`src/rtl/cla_mp_add_seq.sv`:
```
// Multi-precision add sequencer: one 16-bit carry-lookahead adder reused over LIMBS limbs,
// LSB limb first, carry chained through a register. Define CLA_MP_SEQ_SUB_EN to add a subtract mode.
module cla_mp_add_seq #(
  parameter int LIMBS = 4,
  parameter int IDX_W = 4
) (
  input  logic                  clk,
  input  logic                  rst_n,
  input  logic                  start,
  input  logic [16*LIMBS-1:0]   a,
  input  logic [16*LIMBS-1:0]   b,
  input  logic                  cin,
`ifdef CLA_MP_SEQ_SUB_EN
  input  logic                  sub,
`endif
  output logic                  busy,
  output logic                  done,
  output logic [16*LIMBS-1:0]   sum,
  output logic                  cout,
  output logic [1:0]            dbg_state
);
  localparam int W = 16 * LIMBS;

  typedef enum logic [1:0] {
    S_IDLE = 2'd0,
    S_RUN  = 2'd1,
    S_DONE = 2'd2
  } state_t;

  // Handshake: start is sampled only while IDLE; busy is high in RUN and DONE and any start
  // seen then is dropped. done is a one-cycle strobe that rises with the new sum/cout.
  state_t           state_q, state_d;
  logic [IDX_W-1:0] idx_q, idx_d;
  logic             carry_q, carry_d;
  logic [W-1:0]     a_q, a_d, b_q, b_d, res_q, res_d, sum_q, sum_d;
  logic             cout_q, cout_d, done_q, done_d;
`ifdef CLA_MP_SEQ_SUB_EN
  logic             sub_q, sub_d;
`endif

  logic [15:0] lim_a, lim_b, add_b, add_sum;
  logic        add_cout;

  always_comb begin
    lim_a = '0;
    lim_b = '0;
    for (int i = 0; i < LIMBS; i++) begin
      if (idx_q == IDX_W'(i)) begin
        lim_a = a_q[16*i +: 16];
        lim_b = b_q[16*i +: 16];
      end
    end
`ifdef CLA_MP_SEQ_SUB_EN
    add_b = sub_q ? ~lim_b : lim_b;
`else
    add_b = lim_b;
`endif
  end

  CLA_16bits u_cla (
    .a    (lim_a),
    .b    (add_b),
    .cin  (carry_q),
    .sum  (add_sum),
    .cout (add_cout)
  );

  always_comb begin
    state_d = state_q;
    idx_d   = idx_q;
    carry_d = carry_q;
    a_d     = a_q;
    b_d     = b_q;
    res_d   = res_q;
    sum_d   = sum_q;
    cout_d  = cout_q;
    done_d  = 1'b0;
`ifdef CLA_MP_SEQ_SUB_EN
    sub_d   = sub_q;
`endif
    case (state_q)
      S_IDLE: begin
        if (start) begin
          a_d     = a;
          b_d     = b;
          idx_d   = '0;
          state_d = S_RUN;
`ifdef CLA_MP_SEQ_SUB_EN
          sub_d   = sub;
          carry_d = sub ? 1'b1 : cin;
`else
          carry_d = cin;
`endif
        end
      end
      S_RUN: begin
        for (int i = 0; i < LIMBS; i++) begin
          if (idx_q == IDX_W'(i)) res_d[16*i +: 16] = add_sum;
        end
        carry_d = add_cout;
        if (idx_q == IDX_W'(LIMBS - 1)) state_d = S_DONE;
        else                            idx_d   = idx_q + 1'b1;
      end
      S_DONE: begin
        sum_d   = res_q;
        cout_d  = carry_q;
        done_d  = 1'b1;
        state_d = S_IDLE;
      end
      default: state_d = S_IDLE;
    endcase
  end

  always_ff @(posedge clk or negedge rst_n) begin
    if (!rst_n) begin
      state_q <= S_IDLE;
      idx_q   <= '0;
      carry_q <= 1'b0;
      a_q     <= '0;
      b_q     <= '0;
      res_q   <= '0;
      sum_q   <= '0;
      cout_q  <= 1'b0;
      done_q  <= 1'b0;
`ifdef CLA_MP_SEQ_SUB_EN
      sub_q   <= 1'b0;
`endif
    end else begin
      state_q <= state_d;
      idx_q   <= idx_d;
      carry_q <= carry_d;
      a_q     <= a_d;
      b_q     <= b_d;
      res_q   <= res_d;
      sum_q   <= sum_d;
      cout_q  <= cout_d;
      done_q  <= done_d;
`ifdef CLA_MP_SEQ_SUB_EN
      sub_q   <= sub_d;
`endif
    end
  end

  assign busy      = (state_q != S_IDLE);
  assign done      = done_q;
  assign sum       = sum_q;
  assign cout      = cout_q;
  assign dbg_state = state_q;

endmodule

// 16-bit two-level carry-lookahead adder: four 4-bit groups with group P/G feeding
// a lookahead unit; only the top carry leaves the block.
module CLA_16bits (
  input  logic [15:0] a,
  input  logic [15:0] b,
  input  logic        cin,
  output logic [15:0] sum,
  output logic        cout
);
  logic [15:0] p, g, c;
  logic [3:0]  gp, gg;
  logic [4:0]  cg;

  always_comb begin
    p = a ^ b;
    g = a & b;
    for (int j = 0; j < 4; j++) begin
      gp[j] = &p[4*j +: 4];
      gg[j] = g[4*j+3] | (p[4*j+3] & g[4*j+2]) | (p[4*j+3] & p[4*j+2] & g[4*j+1])
            | (p[4*j+3] & p[4*j+2] & p[4*j+1] & g[4*j]);
    end
    cg[0] = cin;
    cg[1] = gg[0] | (gp[0] & cin);
    cg[2] = gg[1] | (gp[1] & gg[0]) | (gp[1] & gp[0] & cin);
    cg[3] = gg[2] | (gp[2] & gg[1]) | (gp[2] & gp[1] & gg[0]) | (gp[2] & gp[1] & gp[0] & cin);
    cg[4] = gg[3] | (gp[3] & gg[2]) | (gp[3] & gp[2] & gg[1]) | (gp[3] & gp[2] & gp[1] & gg[0])
          | (gp[3] & gp[2] & gp[1] & gp[0] & cin);
    for (int j = 0; j < 4; j++) begin
      c[4*j]   = cg[j];
      c[4*j+1] = g[4*j] | (p[4*j] & cg[j]);
      c[4*j+2] = g[4*j+1] | (p[4*j+1] & g[4*j]) | (p[4*j+1] & p[4*j] & cg[j]);
      c[4*j+3] = g[4*j+2] | (p[4*j+2] & g[4*j+1]) | (p[4*j+2] & p[4*j+1] & g[4*j])
               | (p[4*j+2] & p[4*j+1] & p[4*j] & cg[j]);
    end
    sum  = p ^ c;
    cout = cg[4];
  end

endmodule

```
`config.mk`:
```
export PLATFORM = sky130hd
export DESIGN_NAME = cla_mp_add_seq
export DESIGN_NICKNAME = d
export VERILOG_FILES = /design/src/rtl/cla_mp_add_seq.sv
export SDC_FILE = /design/constraint.sdc
export NUM_CORES = 1
export LEC_CHECK = 0
export ABC_AREA = 0
export CAP_MARGIN = 20
export CORE_UTILIZATION = 30
export DETAILED_ROUTE_END_ITERATION = 6
export PLACE_DENSITY_LB_ADDON = 0.1
export SLEW_MARGIN = 20
export SYNTH_ARGS = -nofsm -noshare
export SYNTH_HDL_FRONTEND = slang
export SYNTH_SLANG_ARGS = --single-unit
```
`constraint.sdc`:
```
create_clock -name clk -period 6.8 [get_ports clk]
set_clock_uncertainty 0.2 [all_clocks]
set_input_delay 1.36 -clock clk [delete_from_list [all_inputs] [get_ports clk]]
set_output_delay 1.36 -clock clk [all_outputs]
set_load 0.1 [all_outputs]
```
[Yosys cells after proc, flatten, opt, wreduce, memory -nomap -nowiden]
Cells that the tools add are included.
Storage, ports and cells
  logic and storage cells: 175
  bits in registers: 265
  bits of input ports: 132
  output and inout port bits: 69
Operators by class
  equality and inequality tests: 8
  add/subtract/negate cells: 1
  muxes and demuxes: 17
  bitwise operators: 121
  reductions and logical operators: 16
Operators by type and width (count)
  two-way mux 16 bit: 8
  bitwise AND 1 bit: 72
  OR 1 bit: 46
  XOR 16 bit: 2
  bitwise AND 16 bit: 1
  AND reduction 4 bit: 4
  AND reduction 2 bit: 7
  == test 4 x 2 -> 1 bit, second input constant: 2
  two-way mux 4 bit: 2
  case mux 4 bit (2 select lines): 1
  inequality test 2 bit, second input constant: 3
  adder 4 x 1 -> 4 bit, second input constant: 1
  == test 4 x 1 -> 1 bit, second input constant: 1
  logical NOT 4 bit: 1
  two-way mux 2 bit: 2
  case mux 2 bit (2 select lines): 1
  nonzero test 2 bit: 2
  AND reduction 3 bit: 1
  == test 2 x 1 -> 1 bit, second input constant: 1
  == test 2 bit, second input constant: 1
  logical NOT 2 bit: 1
  two-way mux 1 bit: 2
  case mux 1 bit (2 select lines): 1

[Depth between registers and ports, before layout]
Gate-level depths: netlist of the first run.
  depth after elaboration: 17
  gate-level depth with buffers: 17
  depth with buffers taken out: 16

[Hierarchy]
Synthesis of the first run repeated with hierarchy kept, for this count alone.
Unflattened totals
  cell total of the unflattened synthesis: 979
  area, all modules: 11618.6 um^2
Modules (own cells, without submodules)
  cla_mp_add_seq: cells an instance 877, area each 10834.1 um^2, instances 1
  CLA_16bits: cells an instance 102, area each 784.5 um^2, instances 1

[Least setup slack after synthesis of the first run]
OpenSTA, ideal clock, no wires.
  path type: flip-flop to flip-flop
  start point: register idx_q[1]
  end point: register res_q[28]
  setup time: 0.083 ns
  arrival: 3.544 ns
  cell stages (with the launch flop): 17
  data required time: 6.517 ns
  buffers on the path: 2
  path slack: 2.973 ns
  path through: dfrtp_1 -> inv_1 -> ha_1 -> and2_1 -> clkbuf_1 -> clkbuf_1 -> a221o_1 -> o21ai_0 -> o21ai_0 -> ha_1 -> a211o_1 -> and2_4 -> a21oi_4 -> nand2_1 -> o21ai_0 -> fa_1 -> o21ai_0
On the way
  longest elaborated chain between the ends: 15
  elaborated cells between the ends (all ways): 51
  classes of those cells: eq/ne (3); mux (8); bitwise (35); reduce/logical (5)
Ends and longest elaborated chain
  start, declared: RTL line 33  | logic [IDX_W-1:0] idx_q, idx_d;
  start signal, assigned: RTL line 130  | idx_q <= idx_d;
  logical NOT 4 bit: RTL line 48  | if (idx_q == IDX_W'(i)) begin
  two-way mux 16 bit (4 in a row): RTL line 48
  XOR 16 bit / bitwise AND 16 bit (equally long branches): RTL line 166, 167
  bitwise AND 1 bit, on equally long branches: RTL line 170, 171
  OR 1 bit (tied with other cells): RTL line 170  | gg[j] = g[4*j+3] | (p[4*j+3] & g[4*j+2]) | (p[4*j+3] & p[4*j+2] & g[4*j+1])
  OR 1 bit / bitwise AND 1 bit (equally long branches): RTL line 170, 171
  OR 1 bit: RTL line 171  | | (p[4*j+3] & p[4*j+2] & p[4*j+1] & g[4*j]);
  bitwise AND 1 bit: RTL line 176  | cg[3] = gg[2] | (gp[2] & gg[1]) | (gp[2] & gp[1] & gg[0]) | (gp[2] & gp[1] & gp[0] & cin);
  OR 1 bit (3 in a row): RTL line 176
  XOR 16 bit: RTL line 186  | sum = p ^ c;
  end signal, assigned: RTL line 134  | res_q <= res_d;
  end, declared: RTL line 35  | logic [W-1:0] a_q, a_d, b_q, b_d, res_q, res_d, sum_q, sum_d;
Several ways; a longest one is shown, not always the timed one.
A chain may end at the register's enable or synchronous reset.

[Worst setup path after layout of the first run]
  start point: register idx_q[2]
  end point: register res_q[37]
On the way
  longest elaborated chain between the ends: 14
  elaborated cells between the ends (all ways): 29
  classes of those cells: eq/ne (3); mux (8); bitwise (15); reduce/logical (3)
Ends and longest elaborated chain
  logical NOT 4 bit: RTL line 48
  two-way mux 16 bit (4 in a row): RTL line 48
  XOR 16 bit / bitwise AND 16 bit (equally long branches): RTL line 166, 167
  bitwise AND 1 bit, on equally long branches: RTL line 170, 171
  OR 1 bit (tied with other cells): RTL line 170
  OR 1 bit / bitwise AND 1 bit (equally long branches): RTL line 170, 171
  OR 1 bit: RTL line 171
  OR 1 bit: RTL line 174  | cg[1] = gg[0] | (gp[0] & cin);
  bitwise AND 1 bit: RTL line 181  | c[4*j+1] = g[4*j] | (p[4*j] & cg[j]);
  OR 1 bit: RTL line 181
  XOR 16 bit: RTL line 186
Several ways; a longest one is shown, not always the timed one.

==> impl_metrics.ini, run 1 <==
[finish]
fillers = 3807
area_growth_pct = 30.94
layout-drive-gt1-share = 0.1199
utilization = 0.4000
n_antenna_cell = 0
final_area_mm2 = 0.01510
multi_input_area_mm2 = 0.004638
nets = 1500
regArea_mm2 = 0.006631

[sta]
rsz0062_at_grt = no
min_period_over_period = 0.6700
slew_viol_final = 0
whs_ns = 0.2687
setup-violations-final = 0
period_needed_ns = 4.556
slew_headroom = 0.2775
max_freq_ghz = 0.2195
hold_viol_final = 0
tightestPinTransition_ns = 1.080
finalSetupTns_ns = 0

[routing]
vias_per_cell = 4.549
avgRoutedWirePerCell_um = 17.52
drcViolationCount = 0
route.vias.total = 8548
drt_iter0_drc = 483
dr.pass1.iters = 4
wl_mm = 32.92
drtAntennaViolNets = 0

[placed_design]
hpwl_mm = 23.24
io_buffers = 200
place.gp.congestion = 0.7568
place_area_mm2 = 0.01405

[synthesis]
syn_area_per_cell_um2 = 9.893
ys_warn_count = 0
synthXorXnorAreaFrac = 0.006725
synth_top_family_by_area = simple AND/OR/NAND/NOR gates
ys_async_sr_fraction = 1.000
synthSimpleGateAreaFrac = 0.1783
synthAdderAreaFrac = 0.02864
synth_compound_area_frac = 0.1000
synth_cell_types = 48
synth_fp_nets = 1322
synth-edff-count = 0
synth_ff_type = dfrtp_1
synth_seq_cells = 265
yosys-mux-area-fraction = 0.08613
synth_area_mm2 = 0.01153
syn_inst = 1166
ys_seq_area_frac = 0.5749

[floorplan]
num_io_pins = 201
initial_core_util = 0.3055
coreArea_mm2 = 0.03776
dieArea_mm2 = 0.03924
core.rowCount = 71
dieHeight_um = 198.1
fp.dieW_um = 198.1

[global_routing]
grt_max_degree = 138
antenna_found_initial = 1
grt.overflow.total = 0
grt_usage = 0.1704
grt_pass1_vias = 8952
grt_pass1_wl_mm = 51.54

[worst_setup_path]
worst_r2r_startpoint = idx_q[2]$_DFFE_PN0P_
crit_path_start_kind = flip-flop
worstPathArrival_ns = 4.76
worst-path-max-fanout = 23
worstRegToRegCells = 14
path_class = flip-flop to flip-flop
r2r_end = res_q[37]$_DFFE_PN0P_
critPathCaptureType = flip-flop
cp.required_ns = 7.01
reg2reg_slack_ns = 2.24

[job]
drv_cap = 0

[clock_network]
cts_tree = yes
cts_sinks = 265
cts_buffers = 30
post_cts_resize_count = 0
clkLatencyLatePin_ns = 0.55
htreeDepth = 1
cts-root-buf = clkbuf_16
clk_pin_slew_ns = 0.06
hold_buffers = 0
cts.path.max_buffers = 3
postCtsSetupRepairBufs = 0

[min_path]
hold_depth = 2
hp-class = flip-flop to flip-flop
min-delay-start = b_q[38]$_DFFE_PN0P_
min_to = b_q[38]$_DFFE_PN0P_

[status]
status = finished clean
==> routing by layer <==
layer | vias to the layer above | track usage | share of wire
met2 | 214 | 0.2585 | 0.44
met1 | 4063 | 0.2535 | 0.50
met5 | - | 0 | 0
li1 | 4244 | - | -
met4 | 0 | 0.03761 | 0.016
met3 | 27 | 0.02691 | 0.051
==> through the flow <==
step / cells / worst slack (ns)
4_1_cts: 1878 / 2.217
5_1_grt: 1879 / 1.862
3_5_place_dp: 1822 / 2.240
2_1_floorplan: 1166 / 2.973
3_3_place_gp: 1822 / 2.254
6_report: 1879 / 2.244
==> registers in the layout (all words and copies together), names as in the netlist <==
name and cells:
cout 1, res_q 64, dbg_state 2, carry_q 1
done 1, idx_q 4, b_q 64, sum 64
a_q 64
==> worst max-delay path by stage <==
stage | start | depth (start not counted) | to | slack, ns
6_report | idx_q[2]$_DFFE_PN0P_ | 14 | res_q[37]$_DFFE_PN0P_ | 2.24
5_1_grt | idx_q[1]$_DFFE_PN0P_ | 16 | res_q[29]$_DFFE_PN0P_ | 1.86
4_1_cts | idx_q[1]$_DFFE_PN0P_ | 16 | res_q[61]$_DFFE_PN0P_ | 2.22
3_5_place_dp | idx_q[1]$_DFFE_PN0P_ | 16 | res_q[61]$_DFFE_PN0P_ | 2.24
3_3_place_gp | idx_q[0]$_DFFE_PN0P_ | 14 | res_q[61]$_DFFE_PN0P_ | 2.25
2_1_floorplan | idx_q[1]$_DFFE_PN0P_ | 16 | res_q[28]$_DFFE_PN0P_ | 2.97
==> cell families after synthesis <==
kind of cell,count (synthesis)
simple gates,529
buf+inv,75
compound gates,176
fa+ha+maj,24
mux,89
flops,265
xor+xnor,8
==> cells in the mapped netlist, types with 2 or more instances <==
| cell type | instances | share of area |
|---|---|---|
| mux2i_1 | 7 | 0.0061 |
| a21oi_1 | 9 | 0.0039 |
| a221oi_1 | 7 | 0.0053 |
| nand4_1 | 2 | 0.0011 |
| a41o_1 | 3 | 0.0026 |
| o21a_1 | 5 | 0.0033 |
| buf_1 | 3 | 0.00098 |
| o311a_1 | 2 | 0.0017 |
| inv_1 | 7 | 0.0023 |
| xnor2_1 | 2 | 0.0015 |
| clkbuf_1 | 56 | 0.018 |
| a21o_1 | 2 | 0.0013 |
| fa_1 | 4 | 0.0069 |
| buf_2 | 8 | 0.0035 |
| o31ai_1 | 2 | 0.0013 |
| nand3_1 | 5 | 0.0022 |
| and2_1 | 8 | 0.0043 |
| xor2_1 | 5 | 0.0038 |
| nand2b_1 | 3 | 0.0016 |
| a31o_2 | 2 | 0.0015 |
| mux2_2 | 82 | 0.080 |
| nor2_1 | 24 | 0.0078 |
| a211oi_1 | 2 | 0.0013 |
| o21ai_1 | 13 | 0.0056 |
| nor3_1 | 3 | 0.0013 |
| o21ai_0 | 94 | 0.041 |
| ha_1 | 20 | 0.022 |
| a221o_1 | 26 | 0.023 |
| nor2b_1 | 4 | 0.0022 |
| nand2_1 | 474 | 0.15 |
| dfrtp_1 | 265 | 0.57 |
==> cells in the final DEF (no fill, tap or decap), types with 3 or more instances in the layout <==
cell             count
o21ai_1             13
mux2_2              82
nand2_1            471
a221o_1             26
o21a_1               5
nor3_1               3
xor2_1               5
and2_1               7
clkinv_2             7
o21ai_0             94
clkbuf_16           31
nor2_1              24
clkbuf_8            10
buf_4               11
mux2i_1              7
fa_1                 4
dfrtp_1            265
ha_1                20
clkdlybuf4s50_1    199
a21oi_1              9
inv_1                7
a221oi_1             7
nand3_1              5
clkbuf_1             5
a41o_1               3
nand2b_1             3
==> final cells by class <==
class                           instances  area share
Clock buffer                           46     0.06172
Clock inverter                         10    0.006793
Inverter                                8    0.001988
Multi-Input combinational cell        826      0.3071
Sequential cell                       265      0.4391
Tap cell                              511     0.04233
Timing Repair Buffer                  213      0.1410
==> critical path: stages, from the launching register on <==
cell and delay, ns:
dfrtp_1 0.40, nor2_1 0.27, and2_1 0.50, buf_4 0.38, a221o_1 0.19, o21ai_0 0.13, o21ai_0 0.40, ha_1 0.33
a211o_1 0.31, and2_4 0.16, o21a_1 0.19, nor2_1 0.15, fa_1 0.21, xor2_1 0.40, o21ai_0 0.18
Power of run 1 is left out: the tool's default activity adds up to more than one toggle a clock period on the data nets, which glitch-free logic cannot reach.
==> run 2, diff against run 1 <==
clock period = 3.9 ns   (was 6.8 ns; I/O delays follow)
==> impl_metrics.ini, run 2 (same netlist as run 1, synthesis figures left out) <==
[global_routing]
grt_max_degree = 104
antenna_found_initial = 0
grt_use_met1 = 0.2523
busiest_layer = met2
grt.overflow.total = 0
grt_pass1_vias = 9063
grt_usage = 0.1720
globalRouteMet2Util = 0.2598
grt_pass1_wl_mm = 52.07
grt_util_met3 = 0.02759

[sta]
tightestPinTransition_ns = 0.9884
max_freq_ghz = 0.2688
setup_slack_ns = 0.1793
slew_headroom = 0.3390
setup-violations-final = 0
slew_viol_final = 0
period_needed_ns = 3.721
min_period_over_period = 0.9540
hold_viol_final = 0

[worst_setup_path]
critPathCaptureType = flip-flop
crit_top_cell = buf_4
slowest_delay_ns = 0.36
crit_path_start_kind = flip-flop
path_class = flip-flop to flip-flop
cpMaxStageDelayCell = dfrtp_1
cp.depth = 19
cp.required_ns = 4.13
crit_family = buffers and inverters
reg2reg_slack_ns = 0.18
worstPathArrival_ns = 3.95
r2r_end = res_q[6]$_DFFE_PN0P_
worst-path-max-fanout = 14
timing.critical_path.buf_inv = 8
worst_r2r_startpoint = idx_q[1]$_DFFE_PN0P_
crit_chain = inv_2, buf_4, ha_4, and2_4, buf_12, buf_4, a221o_1, o21ai_0, o21ai_1, ha_1, buf_4, buf_4, nor3_1, nor2_1, a31o_2, buf_4, xnor2_2, buf_4, o21ai_0
worstRegToRegCells = 19

[clock_network]
cts_sinks = 265
cts.path.max_buffers = 3
clk_pin_slew_ns = 0.06
cts-root-buf = clkbuf_16
htreeDepth = 1
cts_buffers = 30
clkLatencyLatePin_ns = 0.56
cts_tree = yes

[routing]
avgRoutedWirePerCell_um = 17.16
drcViolationCount = 0
wl_mm = 33.26
dr.pass1.iters = 5
drt_iter0_drc = 454
drtAntennaViolNets = 0
route.vias.total = 8793
vias_per_cell = 4.537

[finish]
utilization = 0.4191
final_common_cell = nand2_1
fillers = 3708
area_growth_pct = 37.17
fin_cells = 1938
n_antenna_cell = 0
layout-drive-gt1-share = 0.1794
nets = 1560
final_cell_mix = nand2_1, dfrtp_1, clkdlybuf4s50_1, mux2_2, buf_4
final_area_mm2 = 0.01582

[job]
drv_cap = 0

[floorplan]
num_io_pins = 201
coreArea_mm2 = 0.03776
initial_core_util = 0.3055
dieHeight_um = 198.1
fp.dieW_um = 198.1
dieArea_mm2 = 0.03924
core.rowCount = 71

[placed_design]
place_area_mm2 = 0.01450
hpwl_mm = 23.81
place.gp.congestion = 0.7871
place_inst = 1874
io_buffers = 200
post-place-ws_ns = -0.1812

[status]
status = finished clean

[min_path]
hold_depth = 2
min_to = b_q[39]$_DFFE_PN0P_
hp-class = flip-flop to flip-flop
min-delay-start = b_q[39]$_DFFE_PN0P_
run 2: final cells by class:
| type | instances | area (um2) | area share |
|---|---|---|---|
| inverter | 8 | 30.03 | 0.001898 |
| clock inverter | 8 | 145.1 | 0.009173 |
| timing repair buffer | 273 | 2645 | 0.1672 |
| clock buffer | 47 | 945.9 | 0.05978 |
| tap | 511 | 639.4 | 0.04041 |
| sequential | 265 | 6631 | 0.4191 |
| multi-input combinational | 826 | 4786 | 0.3025 |
run 2: tightest hold or removal path, cell delays in order (launching register included):
cell and delay, ns:
dfrtp_1 0.33, nand2_1 0.05, nand2_1 0.06
run 2: worst max path at each step:
| stage | start | end | slack [ns] |
|---|---|---|---|
| floorplan | idx_q[1]$_DFFE_PN0P_ | res_q[28]$_DFFE_PN0P_ | 0.07 |
| global placement | idx_q[1]$_DFFE_PN0P_ | res_q[38]$_DFFE_PN0P_ | -0.1 |
| detailed placement | idx_q[1]$_DFFE_PN0P_ | res_q[54]$_DFFE_PN0P_ | -0.18 |
| CTS | idx_q[1]$_DFFE_PN0P_ | res_q[37]$_DFFE_PN0P_ | 0.0004 |
| global route | idx_q[1]$_DFFE_PN0P_ | res_q[56]$_DFFE_PN0P_ | -0.009 |
| finish | idx_q[1]$_DFFE_PN0P_ | res_q[6]$_DFFE_PN0P_ | 0.18 |
run 2: metrics by stage:
stage	hold WS, ns	setup TNS (ns)
3_3_place_gp	0.2561	-0.4996
4_1_cts	0.2721	0
5_1_grt	0.2986	-0.01481
2_1_floorplan	0.2404	0
6_report	0.2690	0
3_5_place_dp	0.2573	-2.440
run 2: repair_timing:
action | in CTS | in global routing
buffers inserted | 0 | 8
endpoints found under the hold margin | 61 | 0
resized for setup | 10 | 57
hold buffers | 1 | 0
setup endpoints to repair | 37 | 51
pin swaps | 1 | 23
run 2: metal layers:
layer,routed length (um),share of wire
met1,16430,0.49
met4,808,0.024
met3,1593,0.048
met5,0,0
met2,14430,0.43
Power of run 2 is left out for the same reason.
==> run 3, diff against run 2 <==
CAP_MARGIN = not set   (was 20)
==> results of run 3 <==
The final DEF is identical to that of run 2; final timing and power are the same.
Power of run 3 is left out for the same reason.
